[src/rtl/cheri_pkg.sv]
// Shared CHERI register-file types and write-port arbiter state encoding.
package cheri_pkg;

    typedef struct packed {
        logic        valid;
        logic [3:0]  perms;
        logic [7:0]  otype;
        logic [17:0] bounds;
    } reg_cap_t;

    localparam reg_cap_t NULL_REG_CAP = '{
        valid:  1'b0,
        perms:  4'h0,
        otype:  8'hff,
        bounds: 18'h0
    };

    typedef enum logic [1:0] {
        IDLE,
        WAIT,
        FORCE
    } wport_state_e;

endpackage

[src/rtl/cheri_rf_wport_arbiter.sv]
// RF write-port arbiter: pipeline wins, one buffered background write.
// Optional CHERI_WPORT_PERF_EN adds a saturating FORCE-cycle counter.
module cheri_rf_wport_arbiter
    import cheri_pkg::*;
#(
    parameter int unsigned StarveLimit = 8,
    parameter int unsigned CntWidth    = 4
) (
    input  logic        clk_i,
    input  logic        rst_ni,
    input  logic        pipe_we_i,
    input  logic [4:0]  pipe_waddr_i,
    input  logic [31:0] pipe_wdata_i,
    input  reg_cap_t    pipe_wcap_i,
    input  logic        bg_valid_i,
    output logic        bg_ready_o,
    input  logic [4:0]  bg_waddr_i,
    input  logic [31:0] bg_wdata_i,
    input  reg_cap_t    bg_wcap_i,
    output logic        bg_done_o,
    output logic        bg_superseded_o,
    output logic        stall_pipe_o,
    output logic        rf_we_o,
    output logic [4:0]  rf_waddr_o,
    output logic [31:0] rf_wdata_o,
    output reg_cap_t    rf_wcap_o,
    output logic [15:0] starve_cnt_o
);

    wport_state_e        state_q, state_d;
    logic [CntWidth-1:0] cnt_q, cnt_d;
    logic [4:0]          buf_addr_q;
    logic [31:0]         buf_data_q;
    reg_cap_t            buf_cap_q;
    logic                buf_commit;
    logic                accept;

    assign accept       = (state_q == IDLE) && bg_valid_i;
    assign bg_ready_o   = (state_q == IDLE);
    assign stall_pipe_o = (state_q == FORCE);

    always_ff @(posedge clk_i or negedge rst_ni) begin
        if (!rst_ni) begin
            state_q <= IDLE;
            cnt_q   <= '0;
        end else begin
            state_q <= state_d;
            cnt_q   <= cnt_d;
        end
    end

    always_ff @(posedge clk_i or negedge rst_ni) begin
        if (!rst_ni) begin
            buf_addr_q <= '0;
            buf_data_q <= '0;
            buf_cap_q  <= NULL_REG_CAP;
        end else if (accept) begin
            buf_addr_q <= bg_waddr_i;
            buf_data_q <= bg_wdata_i;
            buf_cap_q  <= bg_wcap_i;
        end
    end

    always_comb begin
        state_d         = state_q;
        cnt_d           = cnt_q;
        bg_done_o       = 1'b0;
        bg_superseded_o = 1'b0;
        buf_commit      = 1'b0;
        unique case (state_q)
            IDLE: begin
                if (bg_valid_i) begin
                    state_d = WAIT;
                    cnt_d   = '0;
                end
            end
            WAIT, FORCE: begin
                // x0 is hardwired, so a buffered write to it just retires
                if (buf_addr_q == 5'd0) begin
                    bg_done_o = 1'b1;
                    state_d   = IDLE;
                end else if (!pipe_we_i) begin
                    bg_done_o  = 1'b1;
                    buf_commit = 1'b1;
                    state_d    = IDLE;
                end else if (pipe_waddr_i == buf_addr_q) begin
                    bg_done_o       = 1'b1;
                    bg_superseded_o = 1'b1;
                    state_d         = IDLE;
                end else if (state_q == WAIT) begin
                    cnt_d = cnt_q + 1'b1;
                    if (cnt_d == CntWidth'(StarveLimit)) begin
                        state_d = FORCE;
                    end
                end
            end
            default: state_d = IDLE;
        endcase
    end

    always_comb begin
        rf_we_o    = 1'b0;
        rf_waddr_o = '0;
        rf_wdata_o = '0;
        rf_wcap_o  = NULL_REG_CAP;
        if (pipe_we_i) begin
            rf_we_o    = 1'b1;
            rf_waddr_o = pipe_waddr_i;
            rf_wdata_o = pipe_wdata_i;
            rf_wcap_o  = pipe_wcap_i;
        end else if (buf_commit) begin
            rf_we_o    = 1'b1;
            rf_waddr_o = buf_addr_q;
            rf_wdata_o = buf_data_q;
            rf_wcap_o  = buf_cap_q;
        end
    end

`ifdef CHERI_WPORT_PERF_EN
    logic [15:0] perf_q;

    always_ff @(posedge clk_i or negedge rst_ni) begin
        if (!rst_ni) begin
            perf_q <= '0;
        end else if (state_q == FORCE && perf_q != 16'hffff) begin
            perf_q <= perf_q + 16'd1;
        end
    end

    assign starve_cnt_o = perf_q;
`else
    assign starve_cnt_o = 16'h0;
`endif

endmodule

[config.mk]
export PLATFORM = sky130hd
export DESIGN_NAME = cheri_rf_wport_arbiter
export DESIGN_NICKNAME = d
export VERILOG_FILES = /design/src/rtl/cheri_pkg.sv /design/src/rtl/cheri_rf_wport_arbiter.sv
export SDC_FILE = /design/constraint.sdc
export NUM_CORES = 1
export LEC_CHECK = 0
export BUFFER_PORTS_ARGS = -buffer_cell sky130_fd_sc_hd__buf_2
export CAP_MARGIN = 25
export CORE_MARGIN = 2
export CORE_UTILIZATION = 25
export CTS_CLUSTER_SIZE = 16
export DETAILED_ROUTE_END_ITERATION = 8
export PLACE_DENSITY = 0.59
export SKIP_LAST_GASP = 1
export SYNTH_ARGS = -nofsm -noshare
export SYNTH_HDL_FRONTEND = slang
export SYNTH_SLANG_ARGS = --single-unit
[constraint.sdc]
create_clock -name clk_i -period 2.3 [get_ports clk_i]
set_input_delay 0 -clock clk_i [delete_from_list [all_inputs] [get_ports clk_i]]
set_output_delay 0 -clock clk_i [all_outputs]
set_load 0.01 [all_outputs]
; ---- Yosys cells after proc, flatten, opt, wreduce, memory -nomap -nowiden
; Cells that the tools add are included.
[classes]
addsub = 1
multipliers = 0
div = 0
order_cmp = 0
n_eq_ne = 11
shifts = 0
mux = 31
bitwise = 0
n_reduce_logical = 7
[ops]
columns = operator, n
row1 = $mux 32, 2
row2 = $mux 31, 2
row3 = $mux 4, 5
row4 = $mux 1, 12
row5 = $mux 2, 6
row6 = $mux 5, 2
row7 = $ne 2x2->1 const B, 5
row8 = $ne 5x5->1 const B, 2
row9 = $pmux 4 s2, 1
row10 = $reduce_and 6->1, 1
row11 = $eq 5x5->1, 1
row12 = $logic_not 5->1, 1
row13 = $add 4x1->4 const B, 1
row14 = $eq 4x4->1 const B, 1
row15 = $pmux 2 s2, 1
row16 = $reduce_and 3->1, 1
row17 = $eq 2x1->1 const B, 1
row18 = $eq 2x2->1 const B, 1
row19 = $logic_not 2->1, 1
row20 = $reduce_bool 2->1, 1
row21 = $reduce_or 2->1, 1
row22 = $logic_and 1x1->1, 1
[totals]
regBits = 74
latch_bits = 0
mem_bits_rw = 0
rom_bits = 0
input_bits = 140
out_inout_bits = 89
mem_count = 0

; ---- Logic depth before layout (Yosys ltp)
[depth]
depth_word = 8
ltp_mapped = 8

; ---- Least setup slack after synthesis
; OpenSTA, ideal clock, no wires.
[synth_timing]
path_kind = register to register
start = register state_q[0]
end = register buf_cap_q[0] in the netlist's numbering
setup_ns = 0.125
t_arrival_ns = 1.731
required_ns = 2.175
slack_ns = 0.445
path_stages_with_launch = 7
n_path_buf = 2
path_cell_list = dfrtp_1 inv_1 ha_1 nand2_1 buf_2 buf_1 mux2_2
[synth_between]
elab_chain_cells = 2
[synth_lines]
columns = item, line
row1 = from (decl), cheri_rf_wport_arbiter.sv:30  ; wport_state_e state_q, state_d;
row2 = from (signal assigned), cheri_rf_wport_arbiter.sv:47  ; state_q <= state_d;
row3 = $logic_not 2->1, --
row4 = named net bg_ready_o, cheri_rf_wport_arbiter.sv:16  ; output logic bg_ready_o,
row5 = $logic_and 1x1->1, cheri_rf_wport_arbiter.sv:38  ; assign accept = (state_q == IDLE) && bg_valid_i;
row6 = to (signal assigned), cheri_rf_wport_arbiter.sv:60  ; buf_cap_q <= bg_wcap_i;
row7 = to (decl), cheri_rf_wport_arbiter.sv:34  ; reg_cap_t buf_cap_q;
; The timed path passes the listed nets, and every way through them passes these cells.
; A chain may end at the register's enable or synchronous reset.

; ---- Worst setup path in the final report
[layout_timing]
start = register buf_addr_q[0]
end = output port rf_wdata_o[18]
[layout_between]
elab_chain_cells = 5
[layout_lines]
columns = item, line
row1 = from (decl), cheri_rf_wport_arbiter.sv:32  ; logic [4:0] buf_addr_q;
row2 = from (signal assigned), cheri_rf_wport_arbiter.sv:58  ; buf_addr_q <= bg_waddr_i;
row3 = $logic_not 5->1, cheri_rf_wport_arbiter.sv:79  ; if (buf_addr_q == 5'd0) begin
row4 = $mux 1, cheri_rf_wport_arbiter.sv:79
row5 = $mux 1, cheri_rf_wport_arbiter.sv:70  ; unique case (state_q)
row6 = $mux 32, cheri_rf_wport_arbiter.sv:111  ; end else if (buf_commit) begin
row7 = $mux 32, cheri_rf_wport_arbiter.sv:106  ; if (pipe_we_i) begin
row8 = to (decl), cheri_rf_wport_arbiter.sv:25  ; output logic [31:0] rf_wdata_o,
; No other way between the ends.

==> flow_metrics.py <==
metrics = {
    "outcome": {
        "status": "finished, final reports clean",
    },
    "route": {
        "wl_um": 11890,
        "via_per_inst": 4.262,
        "via_count": 4032,
        "drc": 0,
        "wire_per_inst_um": 12.57,
        "antenna_left": 0,
        "first_pass_iters": 4,
        "drtIter0Drc": 166,
    },
    "floorplanning": {
        "num_io_pins": 229,
        "dieArea_um2": 17750,
        "die_h_um": 133.2,
        "start_util": 0.2535,
        "fp.dieW_um": 133.2,
        "fp-row-count": 47,
        "coreArea_um2": 16470,
    },
    "synth": {
        "ys_warn_count": 0,
        "syn_inst": 453,
        "synth_edf_count": 0,
        "synthArstFlopShare": 1.000,
        "ys_ff_latch": 74,
        "synthTopCellsByArea": "dfrtp_1, mux2_2, nand2_1",
        "ys_seq_area_frac": 0.4460,
        "synth_area_um2": 4174,
        "avgSynthCellArea_um2": 9.214,
        "synth_cell_type_count": 37,
        "synthFlopType": "dfrtp_1",
        "synth_top_area_share": 0.3957,
        "yosys.area.top_type": "dfrtp_1",
    },
    "worst_setup_path": {
        "path_depth": 6,
        "r2r_cells": 7,
        "path_class": "reg -> out",
        "worst_ep_required_time_ns": 2.30,
        "critPathMaxFanout": 35,
        "path_buf_inv": 2,
        "start_kind": "flip-flop",
        "worstPathArrival_ns": 2.16,
        "path_cells": "or4_4 -> o21a_2 -> buf_6 -> nand2_1 -> o21ai_0 -> buf_2",
        "endpoint_kind": "primary output",
        "max_stage_delay_ns": 0.59,
        "critPathLaunch": "buf_addr_q[0]",
        "crit_family": "simple AND/OR/NAND/NOR gates",
        "r2r_start": "state_q[1]",
        "critical_path.slowest_cell": "or4_4",
    },
    "sta": {
        "skew_ns": 0.006357,
        "hold_viol": 0,
        "setup_viol": 0,
        "fin_crit_sh": 0.9398,
        "whs_ns": 0.02714,
        "min_period_ns": 2.162,
        "slew_violations": 0,
        "fmax_ghz": 0.4626,
        "rsz0062_at_grt": "false",
        "setup_tns_ns": 0,
    },
    "final_layout": {
        "syn_to_final_growth_pct": 53.78,
        "finalInstanceArea_um2": 6419,
        "seqCellArea_um2": 1862,
        "multiInputGateArea_um2": 2062,
        "final_cell_mix": "buf_2, nand2_1, dlygate4sd3_1",
        "layoutNonFillerInstCount": 946,
        "layout_commonest_cell": "buf_2",
        "insertedDiodeCount": 0,
        "fin_nets": 865,
        "fillers": 1692,
        "layout-drive-gt1-share": 0.4394,
    },
    "power_and_ir_drop": {
        "pwr-share-clk": 0.232,
        "internal_power_mw": 4.238,
        "p_leak_nw": 3.111,
        "ir_drop_uv": 378.1,
        "netSwitchingFraction": 0.3443,
        "netSwitchingPower_mw": 2.225,
        "p_per_area_nw_per_um2": 1007,
        "p_comb_frac": 0.399,
        "power.share.sequential": 0.369,
    },
    "clock_network": {
        "cts_tree": "yes",
        "cts_root_buffer": "clkbuf_16",
        "clkLatencyLatePin_ns": 0.33,
        "clock-sinks": 74,
        "cts.clk_slew.worst_paths_ns": 0.06,
        "cts_buffers": 9,
        "h-tree-depth": 3,
        "cts.path.max_buffers": 2,
        "postCtsSetupBuffers": 0,
    },
    "min_path": {
        "min_from": "pipe_we_i",
        "hold_class": "in -> reg",
        "hold_depth": 3,
    },
    "placed_design": {
        "dp_hpwl_um": 8295,
        "place_area_um2": 5396,
        "portBuffers": 212,
        "placed_cells": 860,
        "gp_congestion": 0.7828,
    },
    "grt": {
        "grt_pass1_wl_um": 19290,
        "track_usage": 0.1350,
        "antenna_found_initial": 1,
        "overflow": 0,
        "grt_pass1_vias": 3989,
        "grt_max_degree": 138,
    },
    "job": {
        "max-cap-violations": 0,
    },
}
final timing paths:
| kind | slack, ns | endpoint |
|---|---|---|
| min in group asynchronous | 0.17 | buf_data_q[11] |
| worst min register to register | 0.50 | buf_cap_q[17] |
| worst min-delay path | 0.03 | state_q[1] |
| worst max-delay path | 0.14 | rf_wdata_o[18] |
| worst max register to register | 0.39 | cnt_q[3] |
| max in group asynchronous | 1.55 | buf_cap_q[14] |
cell families after synthesis:
| family | after synthesis | synth area share |
|---|---|---|
| xor+xnor | 5 | 0.01049 |
| compound gates | 86 | 0.1133 |
| mux | 69 | 0.1859 |
| flops | 74 | 0.4460 |
| other cells | 1 | 0.0008984 |
| simple gates | 156 | 0.1559 |
| buf+inv | 58 | 0.07554 |
| fa+ha+maj | 4 | 0.01199 |
layer usage:
layer  GRT usage  wire length [um]  vias up
met5           0                 7        -
li1            -                 -     2029
met3     0.03501               633       13
met4     0.04137               161        2
met1      0.1524              4979     1865
met2      0.2493              6109      123
power groups by stage:
stage               combinational (mW)  sequential, mW  clock, mW
floorplan                         1.83            2.26          0
global placement                  2.49            2.39          0
detailed placement                2.50            2.41          0
CTS                               2.61            2.39       1.57
global route                      2.87            2.48       1.61
finish                            2.58            2.38       1.50
worst min-delay path, delay by kind of cell:
kind                   cells  cell delay [ns]
AND/OR/NAND/NOR            1             0.08
AO/OA/AOI/OAI              1             0.08
buffers and inverters      1             0.15
cells in the mapped netlist (all sizes together), types with 2 or more instances:
| cell type | n |
|---|---|
| nor3 | 9 |
| nor2 | 5 |
| nand3 | 5 |
| dfrtp | 66 |
| nand2 | 125 |
| ha | 4 |
| buf | 33 |
| a21oi | 12 |
| clkbuf | 14 |
| nand2b | 4 |
| dfstp | 8 |
| mux2 | 68 |
| xor2 | 5 |
| o21a | 2 |
| inv | 11 |
| o21ai | 65 |
sequential cells by signal, summed over array words and instances, names as in the netlist:
register and count:
buf_cap_q 31, buf_data_q 32, cnt_q 4, state_q 2, buf_addr_q 5
through the flow:
stage                       util  setup WS, ns  power, mW
after floorplan                -        0.4446      4.092
after global placement    0.3277        0.4277      4.873
after detailed placement  0.3277        0.3968      4.909
after CTS                 0.3896       0.06637      6.562
after global routing      0.3898       0.04755      6.962
final                     0.3898        0.1384      6.462
cell type report:
type | instances | area share
clock buffers | 9 | 0.03509
clock inverters | 7 | 0.01442
inverters | 11 | 0.006433
multi-input cells | 336 | 0.3212
flip-flops and latches | 74 | 0.2901
well taps | 220 | 0.04288
repair buffers | 289 | 0.2899
what timing repair did:
| item | in CTS | in global routing |
|---|---|---|
| endpoints found under the setup margin | 0 | 8 |
| hold buffers | 70 | 0 |
| gates resized for setup | 0 | 1 |
| endpoints found under the hold margin | 104 | 0 |
Note: power is estimated with default switching activity, not from simulation.
